**config.mk**
```make
export PLATFORM = sky130hd
export DESIGN_NAME = rf_read_port_arbiter
export DESIGN_NICKNAME = d
export VERILOG_FILES = /design/src/rtl/rf_read_port_arbiter.sv
export SDC_FILE = /design/constraint.sdc
export NUM_CORES = 1
export LEC_CHECK = 0
export CAP_MARGIN = 30
export CORE_MARGIN = 2
export CORE_UTILIZATION = 25
export CTS_CLUSTER_SIZE = 12
export DETAILED_ROUTE_END_ITERATION = 10
export PLACE_DENSITY = 0.67
export RECOVER_POWER = 25
export SETUP_SLACK_MARGIN = 0.5
export SYNTH_ARGS = -nofsm -noshare
export SYNTH_HDL_FRONTEND = slang
export SYNTH_SLANG_ARGS = --single-unit
```
**constraint.sdc**
```tcl
create_clock -name clk -period 7.2 [get_ports clk]
set_clock_uncertainty 0.05 [all_clocks]
set_input_delay 1.44 -clock clk [delete_from_list [all_inputs] [get_ports clk]]
set_output_delay 1.44 -clock clk [all_outputs]
set_load 0.03 [all_outputs]
```
**src/rtl/rf_read_port_arbiter.sv**
```systemverilog
// ---------------------------------------------------------------------------
// rf_read_port_arbiter
//
// Shares the single read port of a 32 x 32-bit register file among NREQ
// requesters. A round-robin arbiter grants one valid/ready request per cycle.
// The request then flows through a two-stage pipeline:
//   stage A (issue)    - holds the granted ID/address; a_addr drives rf_addr
//   stage B (response) - captures the register file read data and presents
//                        it on the backpressured response channel
// Responses come back in grant order and are never dropped.
//
// Ports:
//   clk, rst_n             clock, asynchronous active-low reset
//   req_valid/req_addr     per-requester request (address i at [i*AW +: AW])
//   req_ready              one-hot grant, combinational
//   rf_addr / rf_data      registered read select / combinational read data
//   wr_en/wr_addr/wr_data  register file write port, observed for bypass only
//   rsp_valid/rsp_id/rsp_data/rsp_ready  tagged response channel
//   grant_count            16-bit wrapping count of grants since reset
//
// Optional feature (macro WRITE_BYPASS_EN): when defined, a register file
// write to the address being captured into stage B in the same cycle is
// forwarded to rsp_data. When undefined the write port is ignored.
// ---------------------------------------------------------------------------
module rf_read_port_arbiter #(
  parameter int NREQ = 4,
  parameter int IDW  = 2,
  parameter int AW   = 5,
  parameter int DW   = 32
) (
  input  logic             clk,
  input  logic             rst_n,
  input  logic [NREQ-1:0]    req_valid,
  input  logic [NREQ*AW-1:0] req_addr,
  output logic [NREQ-1:0]    req_ready,
  output logic [AW-1:0]    rf_addr,
  input  logic [DW-1:0]    rf_data,
  input  logic             wr_en,
  input  logic [AW-1:0]    wr_addr,
  input  logic [DW-1:0]    wr_data,
  output logic             rsp_valid,
  output logic [IDW-1:0]   rsp_id,
  output logic [DW-1:0]    rsp_data,
  input  logic             rsp_ready,
  output logic [15:0]      grant_count
);

  // Pipeline state
  logic           a_valid_q;
  logic [IDW-1:0] a_id_q;
  logic [AW-1:0]  a_addr_q;
  logic           rsp_valid_q;
  logic [IDW-1:0] rsp_id_q;
  logic [DW-1:0]  rsp_data_q;
  logic [IDW-1:0] ptr_q;
  logic [15:0]    grant_count_q;

  // Combinational helpers
  logic           adv_a;
  logic           adv_b;
  logic           grant;
  logic [IDW-1:0] winner;
  logic [IDW-1:0] ptr_d;
  logic [AW-1:0]  grant_addr;
  logic [DW-1:0]  rsp_data_d;
  int             arb_sum;
  logic [IDW-1:0] arb_idx;

  // Stage B drains when empty or accepted; stage A moves when empty or B moves.
  assign adv_b = !rsp_valid_q || rsp_ready;
  assign adv_a = !a_valid_q || adv_b;

  // Round-robin search starting at ptr_q. Gated by rst_n so nothing is
  // offered while the block is held in reset.
  // NOTE: every variable written here gets a default first; a path that
  // leaves one unassigned would infer a latch.
  always_comb begin
    grant   = 1'b0;
    winner  = '0;
    arb_sum = 0;
    arb_idx = '0;
    if (adv_a && rst_n) begin
      for (int k = 0; k < NREQ; k++) begin
        arb_sum = int'(ptr_q) + k;
        if (arb_sum >= NREQ) arb_sum = arb_sum - NREQ;
        arb_idx = IDW'(arb_sum);
        if (!grant && req_valid[arb_idx]) begin
          grant  = 1'b1;
          winner = arb_idx;
        end
      end
    end
  end

  // One-hot ready and winner address, built with constant selects only.
  always_comb begin
    req_ready  = '0;
    grant_addr = '0;
    for (int i = 0; i < NREQ; i++) begin
      if (grant && int'(winner) == i) begin
        req_ready[i] = 1'b1;
        grant_addr   = req_addr[i*AW +: AW];
      end
    end
  end

  assign ptr_d = (int'(winner) == NREQ - 1) ? '0 : IDW'(int'(winner) + 1);

  // Register 0 reads as zero regardless of what the mux returns.
`ifdef WRITE_BYPASS_EN
  always_comb begin
    if (a_addr_q == '0)
      rsp_data_d = '0;
    else if (wr_en && wr_addr == a_addr_q)
      rsp_data_d = wr_data;
    else
      rsp_data_d = rf_data;
  end
`else
  assign rsp_data_d = (a_addr_q == '0) ? '0 : rf_data;

  // The write port exists for interface compatibility but has no effect.
  logic unused_wr;
  assign unused_wr = ^{wr_en, wr_addr, wr_data};
`endif

  // NOTE: state is updated with non-blocking assignments so every register
  // samples pre-edge values; blocking here would let stage B see stage A's
  // new contents in the same edge.
  always_ff @(posedge clk or negedge rst_n) begin
    if (!rst_n) begin
      a_valid_q     <= 1'b0;
      a_id_q        <= '0;
      a_addr_q      <= '0;
      rsp_valid_q   <= 1'b0;
      rsp_id_q      <= '0;
      rsp_data_q    <= '0;
      ptr_q         <= '0;
      grant_count_q <= '0;
    end else begin
      if (adv_a) begin
        a_valid_q <= grant;
        if (grant) begin
          a_id_q        <= winner;
          a_addr_q      <= grant_addr;
          ptr_q         <= ptr_d;
          grant_count_q <= grant_count_q + 16'd1;
        end
      end
      if (adv_b) begin
        rsp_valid_q <= a_valid_q;
        rsp_id_q    <= a_id_q;
        rsp_data_q  <= rsp_data_d;
      end
    end
  end

  assign rf_addr     = a_addr_q;
  assign rsp_valid   = rsp_valid_q;
  assign rsp_id      = rsp_id_q;
  assign rsp_data    = rsp_data_q;
  assign grant_count = grant_count_q;

endmodule

```
==> results of run 1 <==
synth_stat cells:
master | number | share of area [%]
nand4_1 | 3 | 0.70
and2_1 | 5 | 1.2
dfrtp_1 | 61 | 57
nand3_2 | 1 | 0.37
ha_1 | 5 | 2.3
nor4bb_1 | 1 | 0.37
and2b_1 | 1 | 0.28
buf_6 | 1 | 0.42
a211oi_1 | 1 | 0.28
nor4_1 | 1 | 0.23
and4bb_2 | 2 | 0.93
and4_4 | 1 | 0.42
xor2_1 | 6 | 1.9
nor2b_1 | 1 | 0.23
nand2b_1 | 3 | 0.70
a21o_1 | 2 | 0.56
or4_4 | 1 | 0.42
inv_1 | 8 | 1.1
nand3b_1 | 2 | 0.56
o21ai_0 | 6 | 1.1
a22o_1 | 32 | 10
mux2_2 | 2 | 0.83
a21oi_1 | 16 | 3.0
nor3_1 | 3 | 0.56
a22oi_1 | 5 | 1.4
nand2_1 | 18 | 2.5
nor2_1 | 12 | 1.7
o311a_1 | 1 | 0.37
clkbuf_1 | 10 | 1.4
and3_1 | 5 | 1.2
nor2b_4 | 1 | 0.51
or2_2 | 1 | 0.23
xnor2_1 | 9 | 2.9
o2111a_1 | 1 | 0.42
nand3_1 | 9 | 1.7
buf_2 | 2 | 0.37
power breakdown:
part / switching (uW) / total, uW / internal (uW)
Clock: 128 / 329 / 200
Combinational: 248 / 455 / 207
Sequential: 57.2 / 468 / 411
worst max-delay path, delay by kind of cell:
family	cells	cell delay, ns
adder cells (fa/ha/maj)	1	0.41
buffers and inverters	2	1.16
AND/OR/NAND/NOR	4	1.19
layer usage:
layer | wire length (um) | global-route usage, % | vias up
met4 | 155 | 6.59 | 0
met1 | 3080 | 15.3 | 1077
met2 | 3220 | 19.4 | 90
met5 | 0 | 0 | -
met3 | 549 | 3.75 | 10
li1 | - | - | 1096
layout make-up:
cell class	instances	area share, %
Clock buffer	10	3.25
Clock inverter	5	1.77
Inverter	8	0.709
Multi-Input combinational cell	157	25.7
Sequential cell	61	36.1
Tap cell	136	4.02
Timing Repair Buffer	122	28.5
flip-flops by register name, summed over array words and instances, names as in the netlist:
name,flops
rf_addr,5
rsp_valid,1
a_valid_q,1
grant_count,16
a_id_q,2
ptr_q,2
rsp_id,2
rsp_data,32
cell families (layout without fill, tap and decap cells):
group           after synthesis  count (layout)  synth area share (%)
simple gates                 71              71                  14.6
buf+inv                      21             145                  3.29
flops                        61              61                  56.6
xor+xnor                     15              15                  4.87
compound gates               64              64                  17.5
mux                           2               2                 0.834
fa+ha+maj                     5               5                  2.32
final timing paths:
check                      slack, ns                  start                          to
setup / recovery                1.50           req_valid[0]                req_ready[2]
hold / removal                  0.41  a_valid_q$_DFFE_PN0N_       rsp_valid$_DFFE_PN0P_
setup reg to reg                4.90   ptr_q[1]$_DFFE_PN0P_      rf_addr[1]$_DFFE_PN0P_
hold reg to reg                 0.41  a_valid_q$_DFFE_PN0N_       rsp_valid$_DFFE_PN0P_
max in group asynchronous       5.26                  rst_n    rsp_data[10]$_DFFE_PN0P_
min in group asynchronous       1.33                  rst_n  grant_count[7]$_DFFE_PN0P_
per-stage QoR:
stage          hold slack (ns)  cells
2_1_floorplan            0.390    239
3_3_place_gp             0.393    484
6_report                 0.414    499
4_1_cts                  0.420    499
5_1_grt                  0.434    499
3_5_place_dp             0.408    484
==> results.md, run 1 <==
* DR WL/cell at 14.0 um
* Synth unique cells at 36
* Final design utilization at 40.6%
* Clk sinks at 61
* Final setup fails at 0
* Sequential area share after synthesis at 56.6%
* WP data arrival at 4.21 ns
* Antenna-violating nets left at 0
* Max-Cap Viols at 0
* Critical Path Most Common Cell: clkdlybuf4s50_1
* Initial Util at 25.9%
* Mapped Area at 0.00270 mm^2
* Setup TNS at 0 ns
* DR iter-0 viols at 115
* Max incr delay on CP at 0.66 ns
* Most frequent cells in the layout: clkdlybuf4s50_1, dfrtp_1, a22o_1, nand2_1, a21oi_1
* Placed cell area at 0.00402 mm^2
* Io pins at 157
* Leading cell type in the layout, fill and taps excluded: clkdlybuf4s50_1
* Gpl congestion at 0.724
* Final period util at 79.2%
* # diodes at 0
* Post-Syn Area per Cell at 11.3 um^2
* DP HPWL at 5.04 mm
* Vias at 2273
* WHS Path Cells at 1
* Crit path max-delay cell type: clkdlybuf4s50_1
* Max clock buf depth at 2
* Final hold violations at 0
* Cells after Synth at 239
* Pre-CTS WS at 1.51 ns
* TritonCTS clock tree: built
* Total setup buffers inserted after CTS at 0
* Post-Route WL at 7.00 mm
* Root Buffer: clkbuf_8
* Nets at 461
* Area grow syn2layout at 56.9%
* #FFs+latches synth at 61
* Share of post-route cells with drive strength above 1 at 8.26%
* Chip Width at 108 um
* PortBufs at 118
* Max transition margin at 47.5%
* Cell Pwr Density at 296 mW/mm^2
* R2R depth at 9
* Drt first pass iters at 4
* Maximum VDD drop at 0.0950 mV
* First-pass GRT wire length at 11.2 mm
* Worst-Margin Slew at 0.788 ns
* Tightest Hold Check Type: flip-flop to flip-flop
* Fin. max-slew vios at 0
* DIE AREA at 0.0116 mm^2
* Pleak at 0.00187 uW
* Post-route setup slack at 1.50 ns
* Initial antenna violation count at 0
* Worst-Skew Late Latency at 0.33 ns
* Largest net degree at the start of global routing at 66
* CP Launch Type: input pin
* Critical Path Sink Type: output port
* Core ar. at 0.0104 mm^2
* Worst EP required at 5.71 ns
* Maximum operating frequency at 175 MHz
* Pwr Total at 1250 uW
* DRC Markers at 0
* Hold_buf cts at 0
* Register area at 0.00153 mm^2
* Placement Rows at 37
* Final instance area at 0.00423 mm^2
* Status: finished, final reports clean
* Number of global-route vias before repair at 2356
* Vias/cell at 4.56
* Grt ovf at 0
* Htree depth at 3
* Max Fanout on Critical Path at 11
* Worst path cell trace: clkdlybuf4s50_1, or4_4, and3_1, nand4_1, ha_1, and2_1, clkdlybuf4s50_1
* Tot GR Track Use at 12.4%
* Type of the worst setup path: input pin to output port
* Synth warn at 0
* Syn_nets at 341
* Fin crit period at 5.70 ns
* Unrepaired setup endpoints after global routing: no
* Post-cts resize count at 0
* Multi-input gate area at 0.00109 mm^2
* Height of the die at 108 um
* Clk slew on worst S/H paths at 0.07 ns
* TritonCTS buffer count at 9
* Number of fill cells in the layout at 1026
Power figures use the tool's default switching activity.
==> run 2: changes to the inputs <==
- clock period: 7.2 -> 5.7 ns (I/O delays scaled with it)
==> run 2 against run 1 <==
Against the previous run: sequential share of layout area decreased by 0.39 points; count of clock-buffer cells in the layout increased by 1; via count increased by 0.48%; first-iteration DRC count increased by 0.87%; highest routed layer unchanged; global-route usage decreased by 0.21 points.
==> results.md, run 2 (synthesis results as in run 1) <==
* Final setup fails at 0
* Clk slew on worst S/H paths at 0.06 ns
* Reg2reg setup slack at 3.46 ns
* Largest net degree at the start of global routing at 65
* Worst r2r src: ptr_q[1]$_DFFE_PN0P_
* Maximum operating frequency at 200 MHz
* Final period util at 87.6%
* Status: finished, final reports clean
* Tightest Hold Check Type: flip-flop to flip-flop
* Pwr Total at 1640 uW
* WHS at 0.417 ns
* Post-cts resize count at 0
* WP data arrival at 3.80 ns
* DRC Markers at 0
* DR WL/cell at 13.8 um
* Root Buffer: clkbuf_8
* # diodes at 0
* TritonCTS clock tree: built
* DP HPWL at 4.97 mm
* Antenna-violating nets left at 0
* WHS Path Cells at 1
* Nets at 462
* Leading cell type in the layout, fill and taps excluded: clkdlybuf4s50_1
* Register area at 0.00153 mm^2
* Critical Path Sink Type: output port
* R2R depth at 9
* TritonCTS buffer count at 9
* Max incr delay on CP at 0.66 ns
* Unrepaired setup endpoints after global routing: no
* Most frequent cells in the layout: clkdlybuf4s50_1, dfrtp_1, a22o_1, nand2_1, a21oi_1
* Max reg flops at 32
* Crit path max-delay cell type: clkdlybuf4s50_1
* Setup TNS at 0 ns
* Share of post-route cells with drive strength above 1 at 8.52%
* Number of fill cells in the layout at 1011
* Max clock buf depth at 2
* Worst EP required at 4.51 ns
* Vias/cell at 4.57
* Worst-Margin Slew at 0.780 ns
* Fin. max-slew vios at 0
* PortBufs at 118
* Vias at 2284
* Fin crit period at 4.99 ns
* Initial antenna violation count at 0
* Number of global-route vias before repair at 2357
* Chip Width at 108 um
* Gpl congestion at 0.713
* Worst path cell trace: clkdlybuf4s50_1, or4_4, and3_1, nand4_1, ha_1, buf_4, and2_1, clkdlybuf4s50_1
* Worst hold start: a_valid_q$_DFFE_PN0N_
* Pleak at 0.00192 uW
* Post-Route WL at 6.91 mm
* Initial Util at 25.9%
* Hold_buf cts at 0
* Max-Cap Viols at 0
* Core ar. at 0.0104 mm^2
* Grt ovf at 0
* Multi-input gate area at 0.00109 mm^2
* Tot GR Track Use at 12.2%
* Hold EP: rsp_valid$_DFFE_PN0P_
* Final instance area at 0.00428 mm^2
* Clk sinks at 61
* First-pass GRT wire length at 11.2 mm
* Max transition margin at 48.0%
* Critical Path Most Common Cell: clkdlybuf4s50_1
* DR iter-0 viols at 116
* R2R Path End: rf_addr[2]$_DFFE_PN0P_
* Worst-Skew Late Latency at 0.32 ns
* CP Launch Type: input pin
* Cell Pwr Density at 383 mW/mm^2
* Type of the worst setup path: input pin to output port
* Htree depth at 3
* Maximum VDD drop at 0.141 mV
* DIE AREA at 0.0116 mm^2
* Height of the die at 108 um
* Final hold violations at 0
* Drt first pass iters at 4
* Placed cell area at 0.00403 mm^2
* Area grow syn2layout at 58.6%
* Io pins at 157
* Max Fanout on Critical Path at 11
* Total setup buffers inserted after CTS at 0
* Placement Rows at 37
## run 2: changes by cell type in the layout (fill, tap and decap cells not counted)
cell             delta
bufinv_16           +1
clkinv_2            -2
clkdlybuf4s50_1     -2
clkbuf_8            +1
buf_4               +1
dlymetal6s2s_1      +2
## run 2: how the worst max path moves through the flow
stage	end	depth (start not counted)	slack (ns)	start
floorplan	req_ready[2]	6	1.71	req_valid[0]
global placement	req_ready[3]	8	0.65	req_valid[0]
detailed placement	req_ready[3]	8	0.64	req_valid[0]
CTS	req_ready[3]	8	0.61	req_valid[0]
global route	req_ready[2]	8	0.56	req_valid[0]
finish	req_ready[2]	8	0.71	req_valid[0]
## run 2: worst max-delay path, delay by kind of cell
kind / cells / cell delay (ns)
buffers and inverters: 3 / 1.33
adders and majority gates: 1 / 0.19
and+or+nand+nor: 4 / 1.13
## run 2: per-layer routing
metal  GRT usage, %  wire length [um]
met5              0                 0
met4           5.49               105
met3           3.63               551
met2           18.3              3100
met1           16.1              3160
## run 2: where the power goes
part           switching, uW  total (uW)  internal, uW
logic                    314         577           262
clock network            163         474           311
registers               69.7         589           519
total                    547        1640          1090
## run 2: stage by stage
stage / setup slack [ns] / util [%] / std cells
2_1_floorplan: 1.71 / - / 239
3_3_place_gp: 0.653 / 38.7 / 485
5_1_grt: 0.562 / 41.1 / 500
3_5_place_dp: 0.643 / 38.7 / 485
6_report: 0.706 / 41.1 / 500
4_1_cts: 0.614 / 41.1 / 500
## run 2: area by class of cell
cell class / count / share of cell area, %
sequential: 61 / 35.7
timing repair buffer: 123 / 28.4
multi-input combinational: 157 / 25.5
tap: 136 / 3.98
clock buffer: 11 / 3.54
clock inverter: 4 / 2.22
inverter: 8 / 0.702
